$ cat config.mk
export PLATFORM = sky130hd
export DESIGN_NAME = mem_port_arbiter_flat
export DESIGN_NICKNAME = d
export VERILOG_FILES = /design/src/rtl/mem_port_arbiter_if.sv /design/src/rtl/mem_port_arbiter.sv /design/src/flat_wrapper.sv
export SDC_FILE = /design/constraint.sdc
export NUM_CORES = 1
export LEC_CHECK = 0
export CORE_ASPECT_RATIO = 0.9
export CORE_MARGIN = 4
export CORE_UTILIZATION = 44
export DETAILED_ROUTE_END_ITERATION = 12
export HOLD_SLACK_MARGIN = 0.08
export PLACE_DENSITY = 0.88
export SLEW_MARGIN = 10
export SYNTH_ARGS = -nofsm -noshare
export SYNTH_HDL_FRONTEND = slang
export SYNTH_SLANG_ARGS = --single-unit
export TNS_END_PERCENT = 50
$ cat constraint.sdc
create_clock -name clk -period 3.5 [get_ports clk]
set_input_delay 0.7 -clock clk [delete_from_list [all_inputs] [get_ports clk]]
set_output_delay 0.7 -clock clk [all_outputs]
set_load 0.01 [all_outputs]
$ cat src/rtl/mem_port_arbiter_if.sv
// Shared-memory arbiter bus: core port (c_*), loader port (l_*), memory side (m_*) and grant owner.
// slave = arbiter side, master = requesters plus memory macro.
interface mem_port_arbiter_if #(
  parameter int AW = 32,
  parameter int DW = 32
);
  logic          c_req;
  logic          c_we;
  logic [AW-1:0] c_adr;
  logic [DW-1:0] c_wd;
  logic [DW-1:0] c_rd;
  logic          c_ack;

  logic          l_req;
  logic          l_we;
  logic [AW-1:0] l_adr;
  logic [DW-1:0] l_wd;
  logic [DW-1:0] l_rd;
  logic          l_ack;

  logic          m_en;
  logic          m_we;
  logic [AW-1:0] m_adr;
  logic [DW-1:0] m_wd;
  logic [DW-1:0] m_rd;

  logic          owner;

  modport slave (
    input  c_req, c_we, c_adr, c_wd,
    output c_rd, c_ack,
    input  l_req, l_we, l_adr, l_wd,
    output l_rd, l_ack,
    output m_en, m_we, m_adr, m_wd,
    input  m_rd,
    output owner
  );

  modport master (
    output c_req, c_we, c_adr, c_wd,
    input  c_rd, c_ack,
    output l_req, l_we, l_adr, l_wd,
    input  l_rd, l_ack,
    input  m_en, m_we, m_adr, m_wd,
    output m_rd,
    input  owner
  );
endinterface

$ cat src/rtl/mem_port_arbiter.sv
// Core/loader arbiter for one fixed-latency memory; round-robin, or core-priority with ARB_CORE_PRIO_EN.
// Latency: ack MEM_LAT+1 cycles after the grant edge; one access per MEM_LAT+2 cycles.
// Backpressure: requesters hold req until their one-cycle ack; the loser waits in IDLE.
module mem_port_arbiter #(
  parameter int AW      = 32,
  parameter int DW      = 32,
  parameter int MEM_LAT = 2
) (
  input logic              clk,
  input logic              rst,
  mem_port_arbiter_if.slave bus
);

  localparam logic [3:0] CNT_INIT = 4'(MEM_LAT - 1);

  typedef enum logic [1:0] {
    IDLE   = 2'd0,
    ACCESS = 2'd1,
    RESP   = 2'd2
  } state_t;

  state_t        state, state_nxt;
  logic [3:0]    cnt;
  logic          owner_q;
  logic          last_grant;
  logic          we_q;
  logic [AW-1:0] adr_q;
  logic [DW-1:0] wd_q;
  logic [DW-1:0] c_rd_q;
  logic [DW-1:0] l_rd_q;
  logic          grant_vld;
  logic          grant_sel;
  logic          tie_sel;

`ifdef ARB_CORE_PRIO_EN
  assign tie_sel = 1'b0;
`else
  assign tie_sel = ~last_grant;
`endif

  always_ff @(posedge clk or negedge rst) begin
    if (!rst) state <= IDLE;
    else      state <= state_nxt;
  end

  always_comb begin
    state_nxt = state;
    grant_vld = 1'b0;
    grant_sel = 1'b0;
    case (state)
      IDLE: begin
        if (bus.c_req || bus.l_req) begin
          grant_vld = 1'b1;
          state_nxt = ACCESS;
          // A lone requester wins outright; ties go to the arbitration policy.
          grant_sel = (bus.c_req && bus.l_req) ? tie_sel : bus.l_req;
        end
      end
      ACCESS: begin
        if (cnt == 4'd0) state_nxt = RESP;
      end
      RESP:    state_nxt = IDLE;
      default: state_nxt = IDLE;
    endcase
  end

  always_ff @(posedge clk or negedge rst) begin
    if (!rst) begin
      cnt        <= 4'd0;
      owner_q    <= 1'b0;
      last_grant <= 1'b1;
      we_q       <= 1'b0;
      adr_q      <= '0;
      wd_q       <= '0;
      c_rd_q     <= '0;
      l_rd_q     <= '0;
    end else if (grant_vld) begin
      owner_q    <= grant_sel;
      last_grant <= grant_sel;
      cnt        <= CNT_INIT;
      we_q       <= grant_sel ? bus.l_we  : bus.c_we;
      adr_q      <= grant_sel ? bus.l_adr : bus.c_adr;
      wd_q       <= grant_sel ? bus.l_wd  : bus.c_wd;
    end else if (state == ACCESS) begin
      if (cnt != 4'd0) begin
        cnt <= cnt - 4'd1;
      end else if (!we_q) begin
        if (owner_q) l_rd_q <= bus.m_rd;
        else         c_rd_q <= bus.m_rd;
      end
    end
  end

  // Strobes decode from state so an asynchronous reset drops them immediately.
  assign bus.m_en  = (state == ACCESS);
  assign bus.m_we  = (state == ACCESS) && we_q;
  assign bus.m_adr = adr_q;
  assign bus.m_wd  = wd_q;
  assign bus.c_ack = (state == RESP) && !owner_q;
  assign bus.l_ack = (state == RESP) &&  owner_q;
  assign bus.c_rd  = c_rd_q;
  assign bus.l_rd  = l_rd_q;
  assign bus.owner = owner_q;

endmodule

$ cat src/flat_wrapper.sv
// flat-port wrapper written by rule: the top's interface ports become plain ports
module mem_port_arbiter_flat 
#(
  parameter int AW      = 32,
  parameter int DW      = 32,
  parameter int MEM_LAT = 2
)
  (clk, rst, bus_c_req, bus_c_we, bus_c_adr, bus_c_wd, bus_c_rd, bus_c_ack, bus_l_req, bus_l_we, bus_l_adr, bus_l_wd, bus_l_rd, bus_l_ack, bus_m_en, bus_m_we, bus_m_adr, bus_m_wd, bus_m_rd, bus_owner);
  mem_port_arbiter_if #(.AW(AW), .DW(DW)) bus_i ();
  input logic clk;
  input logic rst;
  input wire logic [$bits(bus_i.c_req)-1:0] bus_c_req;
  input wire logic [$bits(bus_i.c_we)-1:0] bus_c_we;
  input wire logic [$bits(bus_i.c_adr)-1:0] bus_c_adr;
  input wire logic [$bits(bus_i.c_wd)-1:0] bus_c_wd;
  output wire logic [$bits(bus_i.c_rd)-1:0] bus_c_rd;
  output wire logic [$bits(bus_i.c_ack)-1:0] bus_c_ack;
  input wire logic [$bits(bus_i.l_req)-1:0] bus_l_req;
  input wire logic [$bits(bus_i.l_we)-1:0] bus_l_we;
  input wire logic [$bits(bus_i.l_adr)-1:0] bus_l_adr;
  input wire logic [$bits(bus_i.l_wd)-1:0] bus_l_wd;
  output wire logic [$bits(bus_i.l_rd)-1:0] bus_l_rd;
  output wire logic [$bits(bus_i.l_ack)-1:0] bus_l_ack;
  output wire logic [$bits(bus_i.m_en)-1:0] bus_m_en;
  output wire logic [$bits(bus_i.m_we)-1:0] bus_m_we;
  output wire logic [$bits(bus_i.m_adr)-1:0] bus_m_adr;
  output wire logic [$bits(bus_i.m_wd)-1:0] bus_m_wd;
  input wire logic [$bits(bus_i.m_rd)-1:0] bus_m_rd;
  output wire logic [$bits(bus_i.owner)-1:0] bus_owner;
  assign bus_i.c_req = bus_c_req;
  assign bus_i.c_we = bus_c_we;
  assign bus_i.c_adr = bus_c_adr;
  assign bus_i.c_wd = bus_c_wd;
  assign bus_c_rd = bus_i.c_rd;
  assign bus_c_ack = bus_i.c_ack;
  assign bus_i.l_req = bus_l_req;
  assign bus_i.l_we = bus_l_we;
  assign bus_i.l_adr = bus_l_adr;
  assign bus_i.l_wd = bus_l_wd;
  assign bus_l_rd = bus_i.l_rd;
  assign bus_l_ack = bus_i.l_ack;
  assign bus_m_en = bus_i.m_en;
  assign bus_m_we = bus_i.m_we;
  assign bus_m_adr = bus_i.m_adr;
  assign bus_m_wd = bus_i.m_wd;
  assign bus_i.m_rd = bus_m_rd;
  assign bus_owner = bus_i.owner;
  mem_port_arbiter #(.AW(AW), .DW(DW), .MEM_LAT(MEM_LAT)) u_core (.clk(clk), .rst(rst), .bus(bus_i));
endmodule
Word-level counts from Yosys, hierarchy flattened:

Cells that the tools add are included.
W data, S select, Z words.

* output and inout port bits: 133
* register bits after elaboration: 137
* logic and storage cells: 48
* memories: 0
* RAM bits: 0
* bits of input ports: 166
* ROM bits: 0
* bits in latches: 0

* $mul: 0
* shift operators: 0
* bitwise logic cells: 5
* reductions and logical operators: 15
* magnitude comparators: 0
* divide/modulo/power cells: 0
* add/subtract/negate cells: 1
* multiplexer cells: 14
* equality and inequality tests: 4

Operators with widths (number)
* $mux W32: 2
* $mux W4: 3
* $reduce_and A5 Y1: 2
* $mux W1: 6
* $not A1 Y1: 5
* $logic_and A1 B1 Y1: 4
* $logic_not A4 Y1: 1
* $mux W2: 2
* $ne A2 B1 Y1 const B: 2
* $pmux W2 S2: 1
* $reduce_and A2 Y1: 2
* $reduce_bool A2 Y1: 2
* $reduce_bool A4 Y1: 1
* $sub A4 B1 Y4 const B: 1
* $eq A2 B1 Y1 const B: 1
* $eq A2 B2 Y1 const B: 1
* $logic_not A2 Y1: 1
* $logic_not A1 Y1: 1
* $logic_or A1 B1 Y1: 1

Longest topological paths before layout:

* word-level depth: 5
* mapped depth: 6
* gate-level depth less buffers: 5

Worst setup path before layout:

OpenSTA, ideal clock, no wires.

* path kind: register to register
* from: register u_core.cnt[0]
* to: register u_core.c_rd_q[22], in the netlist u_core.bus.c_rd[22]
* path slack: 1.568 ns
* data required time: 3.375 ns
* stages on the path, launching flop included: 7
* buffers on the path: 1
* arrival: 1.807 ns
* period minus slack after synthesis: 1.932 ns
* setup time: 0.125 ns
* path through: dfrtp_1 -> inv_1 -> ha_1 -> or3b_4 -> nor4_4 -> buf_6 -> mux2_2

* word-level cells in the longest chain between the ends: 3

RTL lines
* start, declared: RTL line mem_port_arbiter.sv:23 `logic [3:0] cnt;`
* start signal, assigned: RTL line mem_port_arbiter.sv:86 `cnt <= cnt - 4'd1;`
* $reduce_bool A4 Y1: RTL line mem_port_arbiter.sv:85 `if (cnt != 4'd0) begin`
* $not A1 Y1 (no line)
* $reduce_and A5 Y1 (no line)
* end signal, assigned: RTL line mem_port_arbiter.sv:89 `else c_rd_q <= bus.m_rd;`
* end, declared: RTL line mem_port_arbiter.sv:29 `logic [DW-1:0] c_rd_q;`

Every way passes these cells.
A chain may end at the register's enable or synchronous reset.

Final worst setup path:

* from: register u_core.state[1]
* to: output port bus_m_we

* word-level cells in the longest chain between the ends: 2

RTL lines
* start, declared: RTL line mem_port_arbiter.sv:22 `state_t state, state_nxt;`
* start signal, assigned: RTL line mem_port_arbiter.sv:43 `else state <= state_nxt;`
* $eq A2 B1 Y1: RTL line mem_port_arbiter.sv:96 `assign bus.m_we = (state == ACCESS) && we_q;`
* $logic_and A1 B1 Y1: RTL line mem_port_arbiter.sv:96
* end, declared: RTL line flat_wrapper.sv:25 `output wire logic [$bits(bus_i.m_we)-1:0] bus_m_we;`

Every way passes these cells.

==> summary.txt <==
Setup path
  • Crit path capture type: output pin
  • CP max-delay cell: clkdlybuf4s50_1
  • Reg2Reg Launch Point: u_core.state[1]
  • Worst-path fanout max: 6
  • Critical path type: flop to output pin
  • Worst setup path startpoint: u_core.state[1]
  • Worst EP required: 2.80 ns
  • Max incr delay on CP: 0.57 ns
  • Arrival time worst endpoint: 2.06 ns
  • CP Launch Type: flop
  • Worst-path cell chain: nand2b_1 > inv_1 > and2_1 > clkdlybuf4s50_1

Placement
  • Port-buffer cells: 298
  • Dpl cell area: 0.00913 mm^2
  • Routability cong.: 0.799
  • HPWL Detailed: 13600 um

Synthesis
  • Net Count, Synth: 709
  • Post-synth EDFFs: 0
  • Asr flop ratio synth: 100%
  • Synth Register Bits: 137
  • Synth Cell Area: 0.00601 mm^2
  • Netlist cell types: 34
  • Area fraction in compound gates after synthesis: 20.3%
  • Avg Cell Area, Syn: 11.1 um^2
  • YS warnings: 0
  • Post-synthesis mux area share: 12.5%
  • Post-Syn Instances: 541
  • Seq/Total Area, Yosys: 57.1%
  • Post-Synth XOR/XNOR Area: 0%
  • Top_reg_cell synth: dfrtp_1
  • Synth Area in Simple Gates: 5.94%
  • Adder-Cell Fraction of Synth Area: 0.417%
  • Largest family of logic cells by synthesized area: compound AO/OA/AOI/OAI gates

STA
  • Tmin final: 2.76 ns
  • Fin Setup TNS: 0 ns
  • Upper clock frequency limit: 362 MHz
  • Max Slew Vio Count: 0
  • Crit share post-route: 78.9%
  • Skew final: 0.00875 ns
  • Fin. Hold Viols: 0
  • Slew headroom: 20.8%
  • RSZ-0062 raised after global routing: no
  • Finish-stage setup viols: 0
  • Worst-Margin Slew: 1.19 ns

Floorplan
  • CORE AREA: 0.0134 mm^2
  • Initial Util: 44.9%
  • Die Y-Extent: 119 um
  • IO Pins: 299
  • Placement Rows: 40
  • Die Width: 131 um
  • Die area: 0.0156 mm^2

Clock tree
  • Clock Latency Late Sink: 0.41 ns
  • CTS Buf Count: 17
  • CTS tree: built
  • Hold buffer count at cts: 0
  • CTS root buf: clkbuf_16
  • CTS-repair resized insts: 0
  • Max Root-Sink Buffers: 2
  • Post-CTS setup buffers: 0
  • H-tree depth: 4
  • Clock sinks: 137
  • Clk slew on worst S/H paths: 0.06 ns

Global routing
  • Global-route wire length before repair: 30500 um
  • Vias in the first global route: 5933
  • Initial antenna violation count: 0
  • GRT Total Usage: 24.1%
  • Largest net degree at the start of global routing: 76
  • Grt ovf: 0

Drt
  • DRC violations left: 0
  • Vias/cell: 5.56
  • Initial DRC Count: 268
  • Drt total wl: 18900 um
  • Pre-Repair DR Iteration Count: 6
  • Via Count: 5555
  • Drt wl/cell: 18.9 um
  • DRT antenna net count: 0

Final layout
  • Final Instance Area: 0.00973 mm^2
  • Synth-to-layout area growth: 62.0%
  • Nets: 987
  • Layout cells sized above 1: 13.6%
  • Diodes inserted: 0

Status
  • Status: completed

Min path
  • Min-delay worst type: input port to asynchronous set/reset pin

Pwr
  • IR Drop Worst-Case VDD: 0.426 mV
  • Power Density: 897 mW/mm^2
  • Leak pwr: 3.96 nW

Run
  • Max_cap viols: 0
## cell usage after synthesis (2+ instances only)
library cell / instances / area, um^2
inv_1: 3 / 11.3
mux2_1: 3 / 33.8
o31ai_1: 62 / 465
a211oi_1: 3 / 22.5
ha_1: 2 / 25.0
a21oi_1: 62 / 310
mux2_2: 62 / 698
nor2_1: 66 / 248
clkbuf_1: 36 / 135
a2bb2oi_1: 3 / 26.3
buf_1: 2 / 7.51
mux2i_1: 2 / 20.0
nor3b_1: 2 / 15.0
dfrtp_1: 136 / 3400
buf_2: 7 / 35.0
o21ai_0: 68 / 340
buf_6: 3 / 33.8
nand3_1: 2 / 10.0
a22o_1: 2 / 17.5
## sequential cells by signal (all words and copies together), names as in the netlist
register,count
u_core.cnt,4
u_core.bus.m_wd,32
u_core.state,2
u_core.bus.owner,1
u_core.we_q,1
u_core.bus.l_rd,32
u_core.bus.c_rd,32
u_core.bus.m_adr,32
u_core.last_grant,1
## cells in the final DEF, fill, tap and decap left out, types with 2 or more instances in the layout
cell	netlist	final
clkdlybuf4s50_1	0	297
dfrtp_1	136	136
o21ai_0	68	68
nor2_1	66	64
mux2_2	62	62
a21oi_1	62	62
o31ai_1	62	62
clkbuf_16	0	17
buf_4	0	6
inv_1	3	3
a211oi_1	3	3
a2bb2oi_1	3	3
mux2_1	3	3
bufinv_16	0	3
inv_6	0	3
clkinvlp_4	0	3
clkinv_2	0	3
buf_12	0	3
nor3b_1	2	2
nor2_4	0	2
nand3_1	2	2
mux2i_1	2	2
a22o_1	2	2
ha_1	2	2
clkinv_4	0	2
## layout make-up
class                   count  area (um^2)
fillers                   868         3630
flip-flops and latches    137         3430
repair buffers            307         3090
multi-input cells         353         2390
clock buffers              18          429
well taps                 168          210
clock inverters            14          171
inverters                   3         11.3
## cell families after synthesis
logic type,Yosys count
multiplexers,67
AO/OA/AOI/OAI,205
buffers and inverters,51
adder cells (fa/ha/maj),2
AND/OR/NAND/NOR,79
flip-flops,137
## through the flow
stage | total power [mW] | utilization [%] | instances | setup slack (ns) | hold WS [ns]
6_report | 8.73 | 72.8 | 1000 | 0.738 | 0.255
5_1_grt | 9.24 | 72.8 | 1000 | 0.642 | 0.289
4_1_cts | 8.80 | 72.8 | 1000 | 0.719 | 0.278
3_5_place_dp | 6.96 | 68.3 | 968 | 0.804 | 0.491
3_3_place_gp | 6.78 | 68.3 | 968 | 0.890 | 0.470
2_1_floorplan | 4.67 | - | 541 | 1.57 | 0.404
## path summary, 6_finish.rpt
check / endpoint / slack, ns / cells past startpoint
max: bus_m_we / 0.74 / 4
min: u_core.bus.l_rd[16] / 0.25 / 1
max reg2reg: u_core.bus.m_adr[11] / 1.18 / 4
min reg2reg: u_core.bus.m_adr[27] / 0.50 / 2
max in group asynchronous: u_core.bus.l_rd[2] / 2.44 / 2
min in group clk: u_core.bus.m_adr[27] / 0.50 / 2
## metal layers
| metal | global-route usage [%] | part of all wire [%] |
|---|---|---|
| met1 | 27.8 | 39 |
| met2 | 41.3 | 51 |
| met3 | 8.36 | 7.9 |
| met4 | 9.97 | 2.8 |
| met5 | 0 | 0.069 |
## power breakdown
part	switching [mW]	internal [mW]	leakage (nW)	total [mW]
registers	0.461	2.39	1.64	2.85
logic	1.87	2.22	2.03	4.08
clock network	0.670	1.12	0.287	1.79
## worst max-delay path: cells and delay by family, from the launching register on
family                 cells  cell delay (ns)
AND/OR/NAND/NOR            2             0.43
buffers and inverters      2             0.80
flip-flops                 1             0.43
No activity file was read; power rests on OpenSTA's default activity.
